`src/rtl/jt89_wr_seq.sv`:
```
`default_nettype none
// ============================================================================
// Module : jt89_wr_seq
// Queues PSG register commands and serialises them into SN76489 latch/data
// byte writes, dropping tone data bytes that match the per-channel shadow.
// Rev    : 1.0
// ============================================================================
module jt89_wr_seq #(
    parameter int AW     = 2,
    parameter int WR_LOW = 2,
    parameter int WR_GAP = 2
) (
    input  logic       clk,
    input  logic       rst,
    input  logic       cmd_valid,
    output logic       cmd_ready,
    input  logic [2:0] cmd_reg,
    input  logic [9:0] cmd_data,
    input  logic       cmd_force,
    output logic [7:0] dout,
    output logic       wr_n,
    output logic       busy
);
    localparam int DEPTH = 1 << AW;
    localparam int CMAX  = (WR_LOW > WR_GAP) ? WR_LOW : WR_GAP;
    localparam int CW    = $clog2(CMAX) + 1;
    localparam logic [CW-1:0] LOW_LOAD = CW'(WR_LOW - 1);
    localparam logic [CW-1:0] GAP_LOAD = CW'(WR_GAP - 1);

    typedef enum logic [1:0] {
        S_IDLE  = 2'd0,
        S_SETUP = 2'd1,
        S_LOW   = 2'd2,
        S_GAP   = 2'd3
    } state_t;

    logic [13:0]   mem_q [DEPTH];
    logic [13:0]   mem_d [DEPTH];
    logic [AW-1:0] wr_ptr_q, wr_ptr_d;
    logic [AW-1:0] rd_ptr_q, rd_ptr_d;
    logic [AW:0]   count_q, count_d;
    state_t        state_q, state_d;
    logic [CW-1:0] cnt_q, cnt_d;
    logic [7:0]    dout_q, dout_d;
    logic          wr_n_q, wr_n_d;
    logic          pend_q, pend_d;
    logic [7:0]    pend_byte_q, pend_byte_d;
    logic [5:0]    shadow_q [4];
    logic [5:0]    shadow_d [4];
    logic [3:0]    shadow_valid_q, shadow_valid_d;

    logic          full, empty, push, pop;
    logic [13:0]   head;
    logic          h_force, h_noise, h_tone, h_skip, h_send_data;
    logic [2:0]    h_reg;
    logic [9:0]    h_data;
    logic [1:0]    h_ch;
    logic [7:0]    h_latch;

    assign full  = (count_q == (AW+1)'(DEPTH));
    assign empty = (count_q == '0);
    assign push  = cmd_valid && !full;

    assign head    = mem_q[rd_ptr_q];
    assign h_force = head[13];
    assign h_reg   = head[12:10];
    assign h_data  = head[9:0];
    assign h_ch    = h_reg[2:1];
    assign h_noise = (h_reg == 3'b110);
    assign h_tone  = !h_reg[0] && !h_noise;
    assign h_skip  = shadow_valid_q[h_ch] && (h_data[9:4] == shadow_q[h_ch]) && !h_force;
    assign h_send_data = h_tone && !h_skip;
    assign h_latch = h_noise ? {5'b11100, h_data[2:0]} : {1'b1, h_reg, h_data[3:0]};

    always_comb begin
        state_d        = state_q;
        cnt_d          = cnt_q;
        dout_d         = dout_q;
        pend_d         = pend_q;
        pend_byte_d    = pend_byte_q;
        shadow_d       = shadow_q;
        shadow_valid_d = shadow_valid_q;
        mem_d          = mem_q;
        wr_ptr_d       = wr_ptr_q;
        rd_ptr_d       = rd_ptr_q;
        pop            = 1'b0;
        // Strobe lags the state by one cycle so dout leads the falling edge.
        wr_n_d         = (state_q != S_LOW);

        case (state_q)
            S_IDLE: begin
                if (!empty) pop = 1'b1;
            end
            S_SETUP: begin
                state_d = S_LOW;
                cnt_d   = LOW_LOAD;
            end
            S_LOW: begin
                if (cnt_q == '0) begin
                    state_d = S_GAP;
                    cnt_d   = GAP_LOAD;
                end else begin
                    cnt_d = cnt_q - 1'b1;
                end
            end
            S_GAP: begin
                if (cnt_q != '0) begin
                    cnt_d = cnt_q - 1'b1;
                end else if (pend_q) begin
                    dout_d  = pend_byte_q;
                    pend_d  = 1'b0;
                    state_d = S_SETUP;
                end else if (!empty) begin
                    pop = 1'b1;
                end else begin
                    state_d = S_IDLE;
                end
            end
            default: state_d = S_IDLE;
        endcase

        // Shadow commits at pop: the data byte is already guaranteed to follow.
        if (pop) begin
            dout_d      = h_latch;
            pend_d      = h_send_data;
            pend_byte_d = {2'b00, h_data[9:4]};
            state_d     = S_SETUP;
            rd_ptr_d    = rd_ptr_q + 1'b1;
            if (h_send_data) begin
                shadow_d[h_ch]       = h_data[9:4];
                shadow_valid_d[h_ch] = 1'b1;
            end
        end

        if (push) begin
            mem_d[wr_ptr_q] = {cmd_force, cmd_reg, cmd_data};
            wr_ptr_d        = wr_ptr_q + 1'b1;
        end

        count_d = count_q + {{AW{1'b0}}, push} - {{AW{1'b0}}, pop};
    end

    always_ff @(posedge clk) begin
        if (rst) begin
            state_q        <= S_IDLE;
            cnt_q          <= '0;
            dout_q         <= 8'h00;
            wr_n_q         <= 1'b1;
            pend_q         <= 1'b0;
            pend_byte_q    <= 8'h00;
            shadow_valid_q <= 4'b0000;
            wr_ptr_q       <= '0;
            rd_ptr_q       <= '0;
            count_q        <= '0;
        end else begin
            state_q        <= state_d;
            cnt_q          <= cnt_d;
            dout_q         <= dout_d;
            wr_n_q         <= wr_n_d;
            pend_q         <= pend_d;
            pend_byte_q    <= pend_byte_d;
            shadow_valid_q <= shadow_valid_d;
            wr_ptr_q       <= wr_ptr_d;
            rd_ptr_q       <= rd_ptr_d;
            count_q        <= count_d;
        end
    end

    always_ff @(posedge clk) begin
        mem_q    <= mem_d;
        shadow_q <= shadow_d;
    end

    assign cmd_ready = !full;
    assign busy      = !empty || (state_q != S_IDLE);
    assign dout      = dout_q;
    assign wr_n      = wr_n_q;

endmodule
`default_nettype wire

```
`config.mk`:
```
export PLATFORM = sky130hd
export DESIGN_NAME = jt89_wr_seq
export DESIGN_NICKNAME = d
export VERILOG_FILES = /design/src/rtl/jt89_wr_seq.sv
export SDC_FILE = /design/constraint.sdc
export NUM_CORES = 1
export LEC_CHECK = 0
export BUFFER_PORTS_ARGS = -buffer_cell sky130_fd_sc_hd__buf_2
export CAP_MARGIN = 30
export CORE_ASPECT_RATIO = 0.9
export CORE_UTILIZATION = 54
export DETAILED_ROUTE_END_ITERATION = 7
export GPL_TIMING_DRIVEN = 0
export PLACE_DENSITY = 0.75
export SYNTH_ARGS = -nofsm -noshare
export SYNTH_HDL_FRONTEND = slang
export SYNTH_SLANG_ARGS = --single-unit
```
`constraint.sdc`:
```
create_clock -name clk -period 2.9 [get_ports clk]
set_clock_uncertainty 0.1 [all_clocks]
set_input_delay 0.58 -clock clk [delete_from_list [all_inputs] [get_ports clk]]
set_output_delay 0.58 -clock clk [all_outputs]
set_load 0.02 [all_outputs]
```
======== After elaboration in Yosys (flattened, before gate mapping) ========
Index checks and enable logic that the tools add are counted.
storage, ports and cells
  flip-flop bits (word level) ............. 111
  memory bits (writable) .................. 0
  memory bits (read-only) ................. 0
  word-level logic and storage cells ...... 118
  latch bits .............................. 0
  output and inout port bits .............. 11
  input port bits ......................... 17
  memories ................................ 0
cells by class
  bitwise gates (word level) .............. 4
  order comparisons ....................... 7
  shifts and indexed selects .............. 0
  add/subtract/negate cells ............... 5
  divide/modulo/power cells ............... 0
  eq/ne operators ......................... 15
  $mul .................................... 0
  mux-type cells .......................... 37
  reductions and logical operators ........ 31
operators by type and width
  operator              count
  $bwmux W56            1
  $mux W14              3
  $mux W8               4
  $bmux W14 S2          1
  $demux W14 S2         1
  $bwmux W24            1
  $mux W6               3
  $bmux W6 S2           1
  $demux W6 S2          1
  $mux W2               6
  $pmux W2 S3           2
  $ne A2 B2 Y1 const B  5
  $ge A3 B3 Y1 const B  3
  $mux W1               9
  $ne A3 B3 Y1 const B  3
  $not A2 Y3            3
  $logic_and A1 B1 Y1   8
  $reduce_and A4 Y1     2
  $reduce_bool A2 Y1    4
  $mux W7               1
  $eq A3 B3 Y1 const B  2
  $eq A6 B6 Y1          1
  $logic_not A1 Y1      6
  $lt A3 B1 Y1 const B  2
  21 further kinds      26

======== Depth between registers and ports, before layout ========
Gate-level depths: netlist (run 1).
  depth in word-level cells ............... 14
  depth in mapped cells ................... 12
  mapped depth without buffers ............ 11

======== Worst setup path after synthesis (run 1) ========
OpenSTA, ideal clock, no wires.
  path type ............................... reg2reg
  from .................................... register rd_ptr_q[0]
  to ...................................... register shadow_q[10] (netlist bit) (enable)
  slack ................................... 0.253 ns
  arrival time ............................ 2.197 ns
  cell stages (with the launch flop) ...... 10
  data required time ...................... 2.450 ns
  path buffers ............................ 3
  clock period less this slack ............ 2.647 ns
  library setup time ...................... 0.350 ns
  path through ............................ dfxtp_1 buf_6 mux4_2 buf_6 buf_6 mux2i_1 a21oi_1 xor2_1 nor4_4 nor2_1
between the ends
  word-level cells in the longest chain between the ends .. 14
  elaborated cells on any way between the ends .. 21
  those cells by class .................... eq/ne: 2; mux: 8; bitwise: 2; reduce/logical: 9
RTL lines
  element                                          line  text
  from (decl)                                      40    logic [AW-1:0] rd_ptr_q, rd_ptr_d;
  from (signal assigned)                           164   rd_ptr_q <= rd_ptr_d;
  $not A2 Y3 (not written as such) (*)             64    assign head = mem_q[rd_ptr_q];
  $bmux W14 S2 (*)                                 64
  $mux W14 (not written as such) (*) (2 in a row)  64
  $not A2 Y3 (not written as such)                 71    assign h_skip = shadow_valid_q[h_ch] && (h_data[9:4] == shadow_q[h_ch]) && !h_force;
  $bmux W6 S2                                      71
  $mux W6 (not written as such) (2 in a row)       71
  $eq A6 B6 Y1                                     71
  $logic_and A1 B1 Y1 (2 in a row)                 71
  $logic_not A1 Y1                                 72    assign h_send_data = h_tone && !h_skip;
  $logic_and A1 B1 Y1 (*)                          72
  $reduce_and A2 Y1 (no line) (*)                  -
  to (signal assigned)                             171   shadow_q <= shadow_d;
  to (decl)                                        48    logic [5:0] shadow_q [4];
Mark *: on every way between the ends. The rest lies on a longest branch, timed or not. The select of a mux whose other input is x is not followed.
A chain may end at the register's enable or synchronous reset.

======== Final worst setup path (run 1) ========
  from .................................... register rd_ptr_q[0]
  to ...................................... register shadow_q[7] (netlist bit) (enable)
Same word-level chain as after synthesis.

==> results of run 1 <==
[how the worst max path moves through the flow]
| stage | from | endpoint | slack, ns | depth (start not counted) |
|---|---|---|---|---|
| 6_report | rd_ptr_q[0] | shadow_q[7] | 0.13 | 10 |
| 5_1_grt | rd_ptr_q[0] | shadow_q[8] | -0.002 | 10 |
| 4_1_cts | rd_ptr_q[0] | shadow_q[9] | 0.01 | 10 |
| 3_5_place_dp | rd_ptr_q[1] | shadow_q[8] | -0.14 | 9 |
| 3_3_place_gp | rd_ptr_q[1] | shadow_q[8] | -0.15 | 9 |
| 2_1_floorplan | rd_ptr_q[0] | shadow_q[10] | 0.25 | 9 |
[through the flow]
step / TNS [ns] / total power [mW] / utilization
4_1_cts: 0 / 4.87 / 0.621
3_5_place_dp: -2.17 / 3.99 / 0.594
3_3_place_gp: -2.34 / 3.93 / 0.594
5_1_grt: -0.00305 / 5.22 / 0.628
6_report: 0 / 4.90 / 0.628
2_1_floorplan: 0 / 3.54 / -
[cells in the mapped netlist (all sizes together) (3+ instances only)]
master,number
edfxtp,80
dfxtp,31
nand2,25
nor2,24
mux2i,19
mux4,14
a21oi,13
ha,12
clkbuf,11
a211oi,9
inv,8
xnor2,7
buf,5
nand2b,5
nor2b,5
and3,4
o21ai,4
xor2,4
mux2,3
nand3,3
nand3b,3
nor3,3
o31ai,3
[cell type report]
| cell class | instances | area share |
|---|---|---|
| Clock inverter | 7 | 0.0143 |
| Tap cell | 99 | 0.0243 |
| Timing Repair Buffer | 33 | 0.0359 |
| Inverter | 8 | 0.00590 |
| Multi-Input combinational cell | 177 | 0.284 |
| Sequential cell | 111 | 0.594 |
| Buffer | 13 | 0.0170 |
| Clock buffer | 9 | 0.0243 |
[what timing repair did]
item                                    in CTS  in global routing
pin swaps                                    2                  3
endpoints found under the setup margin      18                 24
setup buffers                                2                  5
resized for setup                            5                  5
[routing by layer]
| layer | global-route usage | vias to the layer above | wire, um |
|---|---|---|---|
| met5 | 0 | - | 0 |
| met4 | 0.0814 | 0 | 106 |
| met3 | 0.0500 | 10 | 394 |
| met2 | 0.325 | 54 | 3690 |
| met1 | 0.240 | 1248 | 3270 |
| li1 | - | 1220 | - |
[logic make-up after synthesis]
| family | after synthesis | share of synthesized area |
|---|---|---|
| DFF | 111 | 0.665 |
| adders and majority gates | 13 | 0.0374 |
| xor gates and xnor gates | 11 | 0.0212 |
| muxes | 36 | 0.119 |
| and+or+nand+nor | 76 | 0.0801 |
| AOI/OAI and AO/OA | 35 | 0.0501 |
| other | 1 | 0.000825 |
| buffers and inverters | 24 | 0.0259 |
[power breakdown]
part / switching, mW / internal [mW] / total (mW)
sequential: 0.132 / 2.05 / 2.18
combinational: 1.06 / 0.774 / 1.83
clock: 0.546 / 0.339 / 0.885
total: 1.74 / 3.16 / 4.90
[state kept, by name, indices dropped and copies added (netlist names), 3 cells and up]
| register | flops |
|---|---|
| dout | 8 |
| pend_byte_q | 6 |
| shadow_valid_q | 4 |
| mem_q | 56 |
| shadow_q | 24 |
| count_q | 3 |
==> impl_metrics.toml, run 1 <==
[run_status]
status = "completed"

[setup_path]
path_cells = "buf_6, mux4_2, buf_12, buf_4, mux2i_1, o21ai_0, xor2_1, nor4_4, buf_4, nor2_4"
rr_startpoint = "rd_ptr_q[0]"
worstSetupPathType = "reg2reg"
crit_fanout = 10
rr_endpoint = "shadow_q[7]"
r2r_slack_ns = 0.13
cpMaxStageDelayCell = "mux4_2"
r2r_cells = 10
path_buf_inv = 4
start_kind = "register"
cp.arrival_ns = 2.73
cp_top_family = "multiplexers"
endpoint_kind = "register"
crit_top_cell = "buf_4"
max_stage_delay_ns = 0.56
critPathRequiredTime_ns = 2.86

[route]
remaining_drc_errors = 0
ant_nets = 0
wirelength_um = 7460
drt_pass1_iterations = 4
detail_route.vias_per_cell = 5.54
drtIter0Drc = 171
avgRoutedWirePerCell_um = 16.3
route.vias.total = 2532

[layout]
fill_cells = 611
fin_cells = 457
stdcell_area_sq_um = 5090
multiInputGateArea_sq_um = 1450
syn_to_final_growth_pct = 11.9
drive_gt1_frac = 0.221
final_nets = 383
mostFrequentLayoutCell = "edfxtp_1"
final-seq-area_sq_um = 3020
layout_common_cells = "edfxtp_1 (80), dfxtp_1 (30), buf_2 (27)"
antenna_cells = 0

[logic_synthesis]
syn_area_sq_um = 4550
async_flop_share = 0
synth_area_per_cell_sq_um = 14.8
synth.distinct_cells = 40
synth_area_leaders = "edfxtp_1 (53%), dfxtp_1 (14%), mux4_2 (6.4%), mux2i_1 (4.2%), ha_1 (3.3%)"
synth_seq_area_share = 0.665
synthFlopType = "edfxtp_1"
synth_edf_count = 80
ys_warn_count = 0
ys_ff_latch = 111
synth_top_area_frac = 0.528
synth_top_cell_by_area = "edfxtp_1"
synth_cells = 307

[power_and_ir_drop]
pwr_density_cell_nw_per_um2 = 963
leakage_nw = 1.85
ir_drop_v = 0.000527

[place]
dpl.cell_count = 437
dpl_worst_slack_ns = -0.140
io_buffers = 26
dpl-instance-area_sq_um = 4820
gp_congestion = 0.773
hpwl_um = 5110

[timing]
fmax_mhz = 362
worst_pin_slew_ns = 0.742
final.setup.worst_slack_ns = 0.134
relSlewSlack = 0.505
finalCritPeriodShare = 0.954
drv_slew = 0
setup_viol = 0
hold_viol_final = 0
period_needed_ns = 2.77
hold_ws_ns = 0.312

[worst_hold_path]
hold_end = "mem_q[6]"
hold_depth = 1
min_path_type = "in2reg"
hold_start = "cmd_data[6]"

[die]
core_area_sq_um = 8110
die-area_sq_um = 8790
num_rows = 31
start_util = 0.561
die_w_um = 98.7
ios = 28
die_y_um = 89.0

[job]
cap_violations = 0

[clock_tree]
clk_latency_ns = 0.37
htreeDepth = 3
ctsHoldBuffers = 0
cts-root-buf = "clkbuf_8"
clock_sinks = 111
cts.path.max_buffers = 2
path_clk_slew_ns = 0.11
cts_buffers = 9
cts_tree = "built"

[global_routing]
antenna_found_initial = 0
grt_pass1_vias = 2529
grt_usage = 0.192
gr-total-overflow = 0
grt_first_pass_wirelength_um = 12300
grt_max_degree = 22
Power figures use the tool's default switching activity.
==> inputs of run 2 (changes only) <==
--- a/config.mk
+++ b/config.mk
@@ -12,6 +12,7 @@
 export DETAILED_ROUTE_END_ITERATION = 7
 export GPL_TIMING_DRIVEN = 0
 export PLACE_DENSITY = 0.75
+export REMOVE_ABC_BUFFERS = 1
 export SYNTH_ARGS = -nofsm -noshare
 export SYNTH_HDL_FRONTEND = slang
 export SYNTH_SLANG_ARGS = --single-unit
==> run 2 against run 1 <==
  * Sequential power about the same
  * Highest routed layer unchanged
  * Critical endpoint is now shadow_q[15]
  * Non-clock buffer count fell by 7
  * Largest cell class unchanged
  * Register-to-register slack barely moved
  * First-iteration DRC count down 35%
  * Power grew 0.46%
  * Flip-flop and latch count unchanged
  * Cell count fell by 1.3%
  * Fmax is 0.49% lower
==> impl_metrics.toml, run 2 (synthesis results as in run 1) <==
[place]
dpl-instance-area_sq_um = 4770
hpwl_um = 4860
gp_congestion = 0.733
dpl.cell_count = 424
io_buffers = 27

[setup_path]
start_kind = "register"
r2r_cells = 9
cp-endpoint = "shadow_q[15]"
r2r_slack_ns = 0.12
critPathRequiredTime_ns = 2.85
rr_endpoint = "shadow_q[15]"
cp.arrival_ns = 2.73
rr_startpoint = "rd_ptr_q[0]"
crit_fanout = 7
endpoint_kind = "register"
crit_path_start = "rd_ptr_q[0]"
worstSetupPathType = "reg2reg"

[layout]
final_nets = 377
mostFrequentLayoutCell = "edfxtp_1"
fin_cells = 451
drive_gt1_frac = 0.224
syn_to_final_growth_pct = 12.3
largest_reg_flops = 56
top_register = "mem_q"
antenna_cells = 0
stdcell_area_sq_um = 5100
layout_common_cells = "edfxtp_1 (80), dfxtp_1 (29), buf_2 (27)"

[die]
die_y_um = 89.0
num_rows = 31
start_util = 0.561
ios = 28
die-area_sq_um = 8790
core_area_sq_um = 8110
die_w_um = 98.7

[global_routing]
antenna_found_initial = 0
grt_pass1_vias = 2473
grt_usage = 0.197
grt_first_pass_wirelength_um = 12500
grt_max_degree = 36
gr-total-overflow = 0

[timing]
relSlewSlack = 0.465
fmax_mhz = 360
period_needed_ns = 2.78
drv_slew = 0
setup_viol = 0
finalCritPeriodShare = 0.959
hold_viol_final = 0
worst_pin_slew_ns = 0.802
rsz0062_at_grt = "false"

[route]
avgRoutedWirePerCell_um = 17.6
ant_nets = 0
wirelength_um = 7920
detail_route.vias_per_cell = 5.61
drtIter0Drc = 111
route.vias.total = 2532
drt_pass1_iterations = 4
remaining_drc_errors = 0

[clock_tree]
cts_tree = "built"
cts_buffers = 9
path_clk_slew_ns = 0.12
clk_latency_ns = 0.38
clock_sinks = 111
ctsHoldBuffers = 0
cts-root-buf = "clkbuf_8"
cts.path.max_buffers = 2
htreeDepth = 3

[power_and_ir_drop]
leakage_nw = 1.85
swShare = 0.353
ir_drop_v = 0.000480
pwr-share-seq = 0.450
p_clk_frac = 0.178
pwr-share-comb = 0.372
power.switching_mw = 1.74
p_int_mw = 3.18
pwr_density_cell_nw_per_um2 = 965
design_power_total_mw = 4.92

[job]
cap_violations = 0

[worst_hold_path]
min_path_type = "in2reg"

[run_status]
status = "completed"
## run 2: how the worst min path moves through the flow
stage | depth (start not counted) | endpoint | from
floorplan | 2 | shadow_valid_q[0] | shadow_valid_q[0]
global placement | 2 | shadow_valid_q[0] | shadow_valid_q[0]
detailed placement | 2 | pend_byte_q[3] | pend_byte_q[3]
CTS | 1 | mem_q[16] | cmd_data[2]
global route | 1 | mem_q[16] | cmd_data[2]
finish | 1 | mem_q[30] | cmd_data[2]
## run 2: area by class of cell
cell class              count  area [sq um]
clock buffers              10           128
clock inverters             6          63.8
fillers                   587          3000
inverters                   8          30.0
multi-input cells         178          1470
flip-flops and latches    111          3030
well taps                  99           124
repair buffers             39           256
## run 2: worst max-delay path, cell delays in order (launching register included)
cell     delay, ns
dfxtp_4       0.38
buf_16        0.12
mux4_2        0.59
buf_6         0.18
mux2i_1       0.11
o21ai_0       0.20
xor2_1        0.30
nor4_4        0.09
buf_6         0.15
nor2_4        0.24
## run 2: through the flow
stage          hold slack (ns)  TNS, ns  utilization  worst slack [ns]
2_1_floorplan            0.325    -6.70            -            -0.344
3_3_place_gp             0.337   -22.22        0.584             -1.04
3_5_place_dp             0.348   -14.97        0.589            -0.784
4_1_cts                  0.283        0        0.625            0.0288
5_1_grt                  0.289        0        0.630            0.0153
6_report                 0.305        0        0.630             0.120
## run 2: repair_timing
action	4_1_cts	5_1_grt
endpoints found under the setup margin	22	22
pin swaps	4	4
buffers inserted	6	4
gates resized for setup	11	3
gates cloned	1	0
## run 2: routing by layer
metal / wire length, um / global-route usage / part of all wire
met3: 293 / 0.0422 / 0.037
met1: 3540 / 0.260 / 0.45
met4: 180 / 0.0950 / 0.023
met2: 3910 / 0.321 / 0.49
met5: 0 / 0 / 0
## run 2: power by group through the flow
stage | clock (mW) | combinational, mW | sequential [mW]
5_1_grt | 0.959 | 2.02 | 2.25
3_5_place_dp | 0 | 1.71 | 2.25
2_1_floorplan | 0 | 1.16 | 2.29
6_report | 0.878 | 1.83 | 2.21
4_1_cts | 0.906 | 1.80 | 2.22
3_3_place_gp | 0 | 1.56 | 2.28
